**src/rtl/priority_enc_pkg.sv**
```systemverilog
// Shared types and encode helpers for the 4:2 priority encoder and its consumers.
// Latency: pure functions, zero cycles.
// Backpressure: not applicable; no handshake is carried by these definitions.
package priority_enc_pkg;

  // Number of request lines and the width of an encoded index.
  localparam int NUM_REQ = 4;
  localparam int IDX_W   = 2;

  typedef logic [IDX_W-1:0]   idx_t;
  typedef logic [NUM_REQ-1:0] req_t;

  // Highest set bit wins; an all-zero request encodes to 0 (qualified by valid).
  function automatic idx_t pe_encode(input req_t d);
    idx_t idx;
    idx = 2'd0;
    if (d[3]) begin
      idx = 2'd3;
    end else if (d[2]) begin
      idx = 2'd2;
    end else if (d[1]) begin
      idx = 2'd1;
    end
    return idx;
  endfunction

  // Any request present.
  function automatic logic pe_valid(input req_t d);
    return |d;
  endfunction

endpackage

```
**src/rtl/pe_win_counter.sv**
```systemverilog
// Single saturating win counter with synchronous clear and increment enable.
// Latency: an increment or clear is visible on cnt_o one cycle after the edge.
// Backpressure: none; inc_i is always accepted and ignored once saturated.
module pe_win_counter #(
  parameter int CNT_W = 8
) (
  input  logic             clk,
  input  logic             rst_n,
  input  logic             clr_i,
  input  logic             inc_i,
  output logic [CNT_W-1:0] cnt_o
);

  localparam logic [CNT_W-1:0] CNT_ONE = {{(CNT_W-1){1'b0}}, 1'b1};
  localparam logic [CNT_W-1:0] CNT_MAX = {CNT_W{1'b1}};

  logic [CNT_W-1:0] cnt_q;
  logic [CNT_W-1:0] cnt_d;

  // Next count: clear beats increment, and the count sticks at all-ones.
  always_comb begin
    cnt_d = cnt_q;
    if (clr_i) begin
      cnt_d = '0;
    end else if (inc_i && (cnt_q != CNT_MAX)) begin
      cnt_d = cnt_q + CNT_ONE;
    end
  end

  // Count register; reset discards any accumulated wins.
  always_ff @(posedge clk or negedge rst_n) begin
    if (!rst_n) begin
      cnt_q <= '0;
    end else begin
      cnt_q <= cnt_d;
    end
  end

  assign cnt_o = cnt_q;

endmodule

```
**src/rtl/priority_enc_4_2.sv**
```systemverilog
// 4:2 priority encoder with registered copy and per-index saturating win counters.
// Latency: I/V combinational, I_r/V_r one cycle, cnt shows wins up to the previous edge.
// Backpressure: none; D is sampled every cycle and counters saturate instead of wrapping.
module priority_enc_4_2
  import priority_enc_pkg::*;
#(
  // Win counter width, legal range 2..16.
  parameter int CNT_W = 8
) (
  input  logic             clk,
  input  logic             rst_n,
  input  logic [3:0]       D,
  output logic [1:0]       I,
  output logic             V,
  output logic [1:0]       I_r,
  output logic             V_r,
  input  logic             clr,
  input  logic [1:0]       rd_idx,
  output logic [CNT_W-1:0] cnt
);

  idx_t             i_r_q;
  logic             v_r_q;
  logic [NUM_REQ-1:0] win_inc;
  logic [CNT_W-1:0] win_cnt [NUM_REQ];

  // Combinational encode; independent of clock and reset.
  always_comb begin
    I = pe_encode(D);
    V = pe_valid(D);
  end

  // Registered copy of the encoder result, one cycle behind D.
  always_ff @(posedge clk or negedge rst_n) begin
    if (!rst_n) begin
      i_r_q <= '0;
      v_r_q <= 1'b0;
    end else begin
      i_r_q <= I;
      v_r_q <= V;
    end
  end

  assign I_r = i_r_q;
  assign V_r = v_r_q;

  // One counter per index; only the current winner increments, and only when valid.
  for (genvar k = 0; k < NUM_REQ; k++) begin : g_win
    assign win_inc[k] = V && (I == idx_t'(k));

    pe_win_counter #(
      .CNT_W (CNT_W)
    ) u_win_counter (
      .clk   (clk),
      .rst_n (rst_n),
      .clr_i (clr),
      .inc_i (win_inc[k]),
      .cnt_o (win_cnt[k])
    );
  end

  // Read port is combinational over counter state only.
  assign cnt = win_cnt[rd_idx];

endmodule

```
**config.mk**
```make
export PLATFORM = sky130hd
export DESIGN_NAME = priority_enc_4_2
export DESIGN_NICKNAME = d
export VERILOG_FILES = /design/src/rtl/priority_enc_pkg.sv /design/src/rtl/pe_win_counter.sv /design/src/rtl/priority_enc_4_2.sv
export SDC_FILE = /design/constraint.sdc
export NUM_CORES = 1
export LEC_CHECK = 0
export BUFFER_PORTS_ARGS = -buffer_cell sky130_fd_sc_hd__buf_2
export CAP_MARGIN = 20
export CORE_AREA = 5 5 66 68
export DETAILED_ROUTE_END_ITERATION = 10
export DIE_AREA = 0 0 71 73
export PLACE_DENSITY = 0.75
export SLEW_MARGIN = 20
export SYNTH_ARGS = -nofsm -noshare
export SYNTH_HDL_FRONTEND = slang
export SYNTH_SLANG_ARGS = --single-unit
```
**constraint.sdc**
```tcl
create_clock -name clk -period 2.5 [get_ports clk]
set_input_delay 0.375 -clock clk [delete_from_list [all_inputs] [get_ports clk]]
set_output_delay 0.375 -clock clk [all_outputs]
set_load 0.01 [all_outputs]
```
==> results.sh, run 1 <==
export IMPL_diodes=0
export IMPL_hold_path_class="primary input to asynchronous set/reset pin"
export IMPL_cp_required_ns=2.71
export IMPL_dpl_cell_area_um2=2130
export IMPL_grt_first_pass_wirelength_um=7600
export IMPL_period_needed_ns=1.99
export IMPL_synth_cell_type_count=43
export IMPL_netlist_instances=192
export IMPL_pwr_share_comb_pct=7.6
export IMPL_intPower_uw=858
export IMPL_ctsRootBufferMaster="clkbuf_8"
export IMPL_async_reset_ff_share_pct=100
export IMPL_htreeDepth=2
export IMPL_synth_top_family_by_area="simple AND/OR/NAND/NOR gates"
export IMPL_seq_power_share_pct=52.2
export IMPL_worstPathCellList="ha_1 > and3_1 > a211o_1 > or4_1 > a21oi_1"
export IMPL_reg2reg_from="g_win[2].u_win_counter.cnt_o[0]"
export IMPL_finalInstanceArea_um2=2230
export IMPL_area_delta_synth_final_pct=12.2
export IMPL_cts_buffer_depth=2
export IMPL_post_cts_buffers=0
export IMPL_synth_fa_ha_area_share_pct=2.52
export IMPL_yosys_register_bits=35
export IMPL_fmax_mhz=502
export IMPL_die_x_um=71
export IMPL_cts_tree="built"
export IMPL_yosysWarnings=0
export IMPL_power_density_nw_per_um2=503
export IMPL_setup_violations=0
export IMPL_synth_flop_cell="dfrtp_1"
export IMPL_die_h_um=73
export IMPL_drt_wirelength_per_cell_um=16.1
export IMPL_nets=226
export IMPL_rows=23
export IMPL_path_max_fanout=12
export IMPL_p_leak_uw=0.000951
export IMPL_rsz0062_at_grt="no"
export IMPL_clk_insertion_delay_late_ns=0.29
export IMPL_sw_frac_of_total_pct=23.4
export IMPL_grt_max_degree=36
export IMPL_cp_slowest_cell="or4_1"
export IMPL_synth_simple_area_share_pct=20.5
export IMPL_drc=0
export IMPL_max_slew_worst_pin_slew_ns=0.775
export IMPL_cp_top_family="simple AND/OR/NAND/NOR gates"
export IMPL_arrival_ns=2.20
export IMPL_met2_length_um=2010
export IMPL_core_area_um2=3800
export IMPL_worstPathBufferInverterCount=0
export IMPL_clk_pin_slew_ns=0.07
export IMPL_p_clk_share_pct=40.3
export IMPL_drive_gt1_share_pct=19.6
export IMPL_synth_seq_area_share_pct=44.1
export IMPL_cts_sinks=35
export IMPL_setup_tns_ns=0
export IMPL_critPathMaxStageDelay_ns=0.50
export IMPL_routed_top_layer="met4"
export IMPL_drt_iter0_drc=180
export IMPL_grtUsageTotal_pct=19.0
export IMPL_synthTopCellsByArea="dfrtp_1, mux4_2, a21oi_1"
export IMPL_synth_xor_area_share_pct=3.53
export IMPL_synth_edf_count=0
export IMPL_ios=23
export IMPL_post_route_period_util_pct=79.6
export IMPL_critPathLaunch="g_win[2].u_win_counter.cnt_o[0]"
export IMPL_dr_pass1_iters=4
export IMPL_start_kind="register"
export IMPL_synthTopCellsByCount="dfrtp_1, nor2_1, a21oi_1"
export IMPL_dieArea_um2=5180
export IMPL_dpl_hpwl_um=3030
export IMPL_syn_num_nets=205
export IMPL_cts_buffers=5
export IMPL_synth_top_cell_by_area="dfrtp_1"
export IMPL_muxShareOfSynthArea_pct=11.1
export IMPL_antenna_found_initial=0
export IMPL_status="finished, final reports clean"
export IMPL_synth_top_area_share_pct=44.1
export IMPL_via_count=1590
export IMPL_end_kind="register"
export IMPL_met3WireLength_um=252
export IMPL_crit_type="register to register"
export IMPL_yosysMostFrequentCell="dfrtp_1"
export IMPL_hold_buffers=0
export IMPL_initial_core_util_pct=52.2
export IMPL_cts_resized=0
export IMPL_place_port_buffers=22
export IMPL_netlist_area_um2=1980
export IMPL_wirelength_um=4250
export IMPL_grt_pass1_vias=1554
export IMPL_routabilityCongestion=0.796
export IMPL_syn_area_per_cell_um2=10.3
export IMPL_p_switching_uw=262
export IMPL_slew_violations=0
export IMPL_hold_viol=0
export IMPL_drv_cap=0
export IMPL_synth_compound_area_share_pct=15.7
export IMPL_postRouteAntennaNets=0
export IMPL_slew_headroom_pct=48.4
export IMPL_ir_drop_v=0.000198
export IMPL_grt_overflow_total=0
export IMPL_clock_skew_ns=0.00348
export IMPL_wl_met1_um=1910
export IMPL_vias_per_cell=6.02
[power groups by stage]
stage	registers (µW)	clock network, µW	logic [µW]
6_report	584	451	84.7
5_1_grt	585	488	96.0
4_1_cts	584	460	86.0
3_5_place_dp	595	0	85.3
3_3_place_gp	594	0	84.7
2_1_floorplan	594	0	50.8
[area by class of cell]
cell class              instances  area (µm²)
fillers                       337        1570
multi-input cells             144        1060
flip-flops and latches         35         876
repair buffers                 22         110
clock buffers                   8         100
well taps                      50        62.6
inverters                       5        18.8
[layer usage]
layer | global-route usage [%] | vias to the layer above
li1 | - | 765
met1 | 24.8 | 773
met2 | 30.1 | 46
met3 | 5.65 | 6
met4 | 6.89 | 0
met5 | 0 | -
[registers in the layout, summed over array words and instances, names as in the netlist]
register                   flops
I_r                            2
V_r                            1
g_win.u_win_counter.cnt_o     32
[per-stage QoR]
step	instances	total power, µW	setup slack, ns	util [%]	hold WS [ns]
2_1_floorplan	192	645	0.674	-	0.0794
3_3_place_gp	256	679	0.580	56.0	0.498
3_5_place_dp	256	680	0.528	56.0	0.488
4_1_cts	264	1130	0.513	58.6	0.175
5_1_grt	264	1170	0.393	58.6	0.227
6_report	264	1120	0.509	58.6	0.156
[final timing paths]
| path | endpoint | depth (start not counted) | slack [ns] |
|---|---|---|---|
| worst max register to register | g_win[2].u_win_counter.cnt_o[5] | 5 | 0.51 |
| min in group clk | V_r | 2 | 0.32 |
| max in group asynchronous | g_win[1].u_win_counter.cnt_o[2] | 1 | 1.85 |
| worst max-delay path | g_win[2].u_win_counter.cnt_o[5] | 5 | 0.51 |
| worst min-delay path | g_win[0].u_win_counter.cnt_o[2] | 1 | 0.16 |
| worst min register to register | g_win[0].u_win_counter.cnt_o[4] | 1 | 0.56 |
[worst reg2reg max path, cell delays in order, from the launching register on]
cell	delay [ns]
dfrtp_1	0.41
ha_1	0.24
and3_1	0.17
a211o_1	0.43
or4_1	0.50
a21oi_1	0.16
[layout by cell type (no fill, tap or decap), drive strengths merged, types with 2 or more instances in the layout]
| cell | netlist | final |
|---|---|---|
| dfrtp | 35 | 35 |
| buf | 2 | 22 |
| nor2 | 16 | 16 |
| a21oi | 14 | 14 |
| nand2 | 13 | 13 |
| nand3 | 12 | 12 |
| mux4 | 8 | 8 |
| o21ai | 8 | 8 |
| clkbuf | 6 | 8 |
| o31ai | 7 | 7 |
| or4 | 7 | 7 |
| xor2 | 6 | 6 |
| inv | 5 | 5 |
| or3 | 5 | 5 |
| and3 | 4 | 4 |
| nor2b | 4 | 4 |
| mux2i | 4 | 4 |
| ha | 4 | 4 |
| and4 | 3 | 3 |
| nand4 | 3 | 3 |
| o21bai | 3 | 3 |
| a311oi | 2 | 2 |
| a31oi | 2 | 2 |
| xnor2 | 2 | 2 |
| nor3 | 2 | 2 |
| a2111oi | 2 | 2 |
[kinds of logic (layout without fill, tap and decap cells)]
group / Yosys count / after routing
simple gates: 74 / 74
compound gates: 46 / 46
flops: 35 / 35
buf+inv: 13 / 35
mux: 12 / 12
xor+xnor: 8 / 8
fa+ha+maj: 4 / 4
Power figures use the tool's default switching activity.
==> run 2: changes to the inputs <==
==> constraint.sdc (replaced) <==
create_clock -name clk -period 1.85 [get_ports clk]
set_input_delay 0.2775 -clock clk [delete_from_list [all_inputs] [get_ports clk]]
set_output_delay 0.2775 -clock clk [all_outputs]
set_load 0.01 [all_outputs]
==> run 2 against run 1 <==
Highest routed layer unchanged. Hold slack lost 0.14 ns. Sequential share of layout area shrank 2.4 points. Fmax grew 9.2%. Non-clock buffer count grew 17.
==> results.sh, run 2 (synthesis gave the netlist of run 1 again) <==
export IMPL_status="finished, final reports clean"
export IMPL_dieArea_um2=5180
export IMPL_seqCellArea_um2=876
export IMPL_core_area_um2=3800
export IMPL_postRouteAntennaNets=0
export IMPL_die_h_um=73
export IMPL_hold_viol=0
export IMPL_post_place_ws_ns=-0.0475
export IMPL_seq_power_share_pct=53.8
export IMPL_final_common_cell="dfrtp_1"
export IMPL_place_port_buffers=22
export IMPL_cp_slowest_cell="or4_1"
export IMPL_p_switching_uw=369
export IMPL_critPathMaxStageDelay_ns=0.52
export IMPL_post_route_period_util_pct=98.5
export IMPL_grtUsageTotal_pct=19.1
export IMPL_nets=243
export IMPL_drt_iter0_drc=172
export IMPL_met3WireLength_um=220
export IMPL_die_x_um=71
export IMPL_cp_required_ns=2.06
export IMPL_dpl_hpwl_um=3240
export IMPL_grt_max_degree=36
export IMPL_rows=23
export IMPL_vias_per_cell=5.94
export IMPL_met2_length_um=2170
export IMPL_ir_drop_v=0.000352
export IMPL_cts_sinks=35
export IMPL_initial_core_util_pct=52.2
export IMPL_drt_wirelength_per_cell_um=16.2
export IMPL_crit_type="register to register"
export IMPL_p_clk_share_pct=36.8
export IMPL_htreeDepth=2
export IMPL_ctsRootBufferMaster="clkbuf_8"
export IMPL_ios=23
export IMPL_sw_frac_of_total_pct=25.2
export IMPL_start_kind="register"
export IMPL_pwr_share_comb_pct=9.4
export IMPL_nFillCells=323
export IMPL_antenna_found_initial=0
export IMPL_worst_slack_ns=0.0271
export IMPL_multi_input_area_um2=1080
export IMPL_clock_skew_ns=0.00665
export IMPL_cts_tree="built"
export IMPL_clk_insertion_delay_late_ns=0.29
export IMPL_drv_cap=0
export IMPL_arrival_ns=2.03
export IMPL_area_delta_synth_final_pct=19.3
export IMPL_grt_first_pass_wirelength_um=7630
export IMPL_setup_violations=0
export IMPL_routed_top_layer="met4"
export IMPL_via_count=1669
export IMPL_max_slew_worst_pin_slew_ns=0.630
export IMPL_cts_buffers=5
export IMPL_wl_met1_um=2070
export IMPL_diodes=0
export IMPL_grt_overflow_total=0
export IMPL_hold_path_class="primary input to asynchronous set/reset pin"
export IMPL_final_cell_mix="dfrtp_1, buf_2, buf_4"
export IMPL_clk_pin_slew_ns=0.08
export IMPL_wirelength_um=4550
export IMPL_grt_pass1_vias=1533
export IMPL_cts_buffer_depth=2
export IMPL_power_density_nw_per_um2=617
export IMPL_routabilityCongestion=0.750
export IMPL_rsz0062_at_grt="yes"
export IMPL_drc=0
export IMPL_drive_gt1_share_pct=28.1
export IMPL_p_leak_uw=0.00103
export IMPL_path_max_fanout=6
export IMPL_fin_hold_ws_ns=0.0118
export IMPL_intPower_uw=1090
export IMPL_fmax_mhz=549
export IMPL_end_kind="register"
export IMPL_slew_headroom_pct=58.0
export IMPL_worstPathCellList="ha_2 > and3_4 > a211o_4 > or4_1 > a21oi_1"
export IMPL_dr_pass1_iters=4
export IMPL_largest_reg_flops=32
export IMPL_period_needed_ns=1.82
export IMPL_slew_violations=0
[run 2: stage by stage]
stage | util (%) | cells | instance area (µm²) | total power [µW] | TNS (ns)
2_1_floorplan | - | 192 | 1980 | 872 | 0
3_3_place_gp | 59.1 | 272 | 2250 | 930 | 0
3_5_place_dp | 59.1 | 272 | 2250 | 933 | -0.0843
4_1_cts | 61.5 | 281 | 2340 | 1470 | 0
5_1_grt | 62.3 | 281 | 2370 | 1540 | -0.0111
6_report | 62.3 | 281 | 2370 | 1460 | 0
[run 2: area by class of cell]
type	count	area share, %
inverters	5	0.793
clock buffers	5	2.91
well taps	50	2.64
clock inverters	3	0.634
flip-flops and latches	35	37.0
multi-input cells	144	45.7
repair buffers	39	10.3
[run 2: worst paths after layout]
kind                       depth (start not counted)  slack, ns                             from                               to
setup / recovery                                   5       0.03  g_win[2].u_win_counter.cnt_o[1]  g_win[2].u_win_counter.cnt_o[5]
hold / removal                                     2       0.01                            rst_n                           I_r[1]
setup reg to reg                                   5       0.03  g_win[2].u_win_counter.cnt_o[1]  g_win[2].u_win_counter.cnt_o[5]
hold reg to reg                                    1       0.55  g_win[3].u_win_counter.cnt_o[7]  g_win[3].u_win_counter.cnt_o[7]
max in group asynchronous                          2       1.51                            rst_n  g_win[3].u_win_counter.cnt_o[5]
min in group clk                                   2       0.21                             D[0]                              V_r
[run 2: layer usage]
metal / GRT usage [%] / vias up
met1: 26.3 / 812
li1: - / 807
met3: 4.96 / 7
met5: 0 / -
met4: 6.68 / 0
met2: 29.2 / 43
[run 2: critical path: cells and delay by family (launching register included)]
| family | cells | cell delay [ns] |
|---|---|---|
| simple gates | 2 | 0.67 |
| compound gates | 2 | 0.49 |
| flops | 1 | 0.38 |
| fa+ha+maj | 1 | 0.20 |
[run 2: what timing repair did]
action / CTS / global route
endpoints found under the setup margin: 3 / 4
buffers inserted: 1 / 1
hold buffers: 0 / 0
pin swaps: 1 / 5
gates resized for setup: 0 / 6
[run 2: power by group through the flow]
stage,Clock (µW),Combinational [µW],Sequential [µW]
6_report,538,137,786
5_1_grt,594,154,788
4_1_cts,549,134,787
3_5_place_dp,0,131,801
3_3_place_gp,0,130,800
2_1_floorplan,0,68.6,803
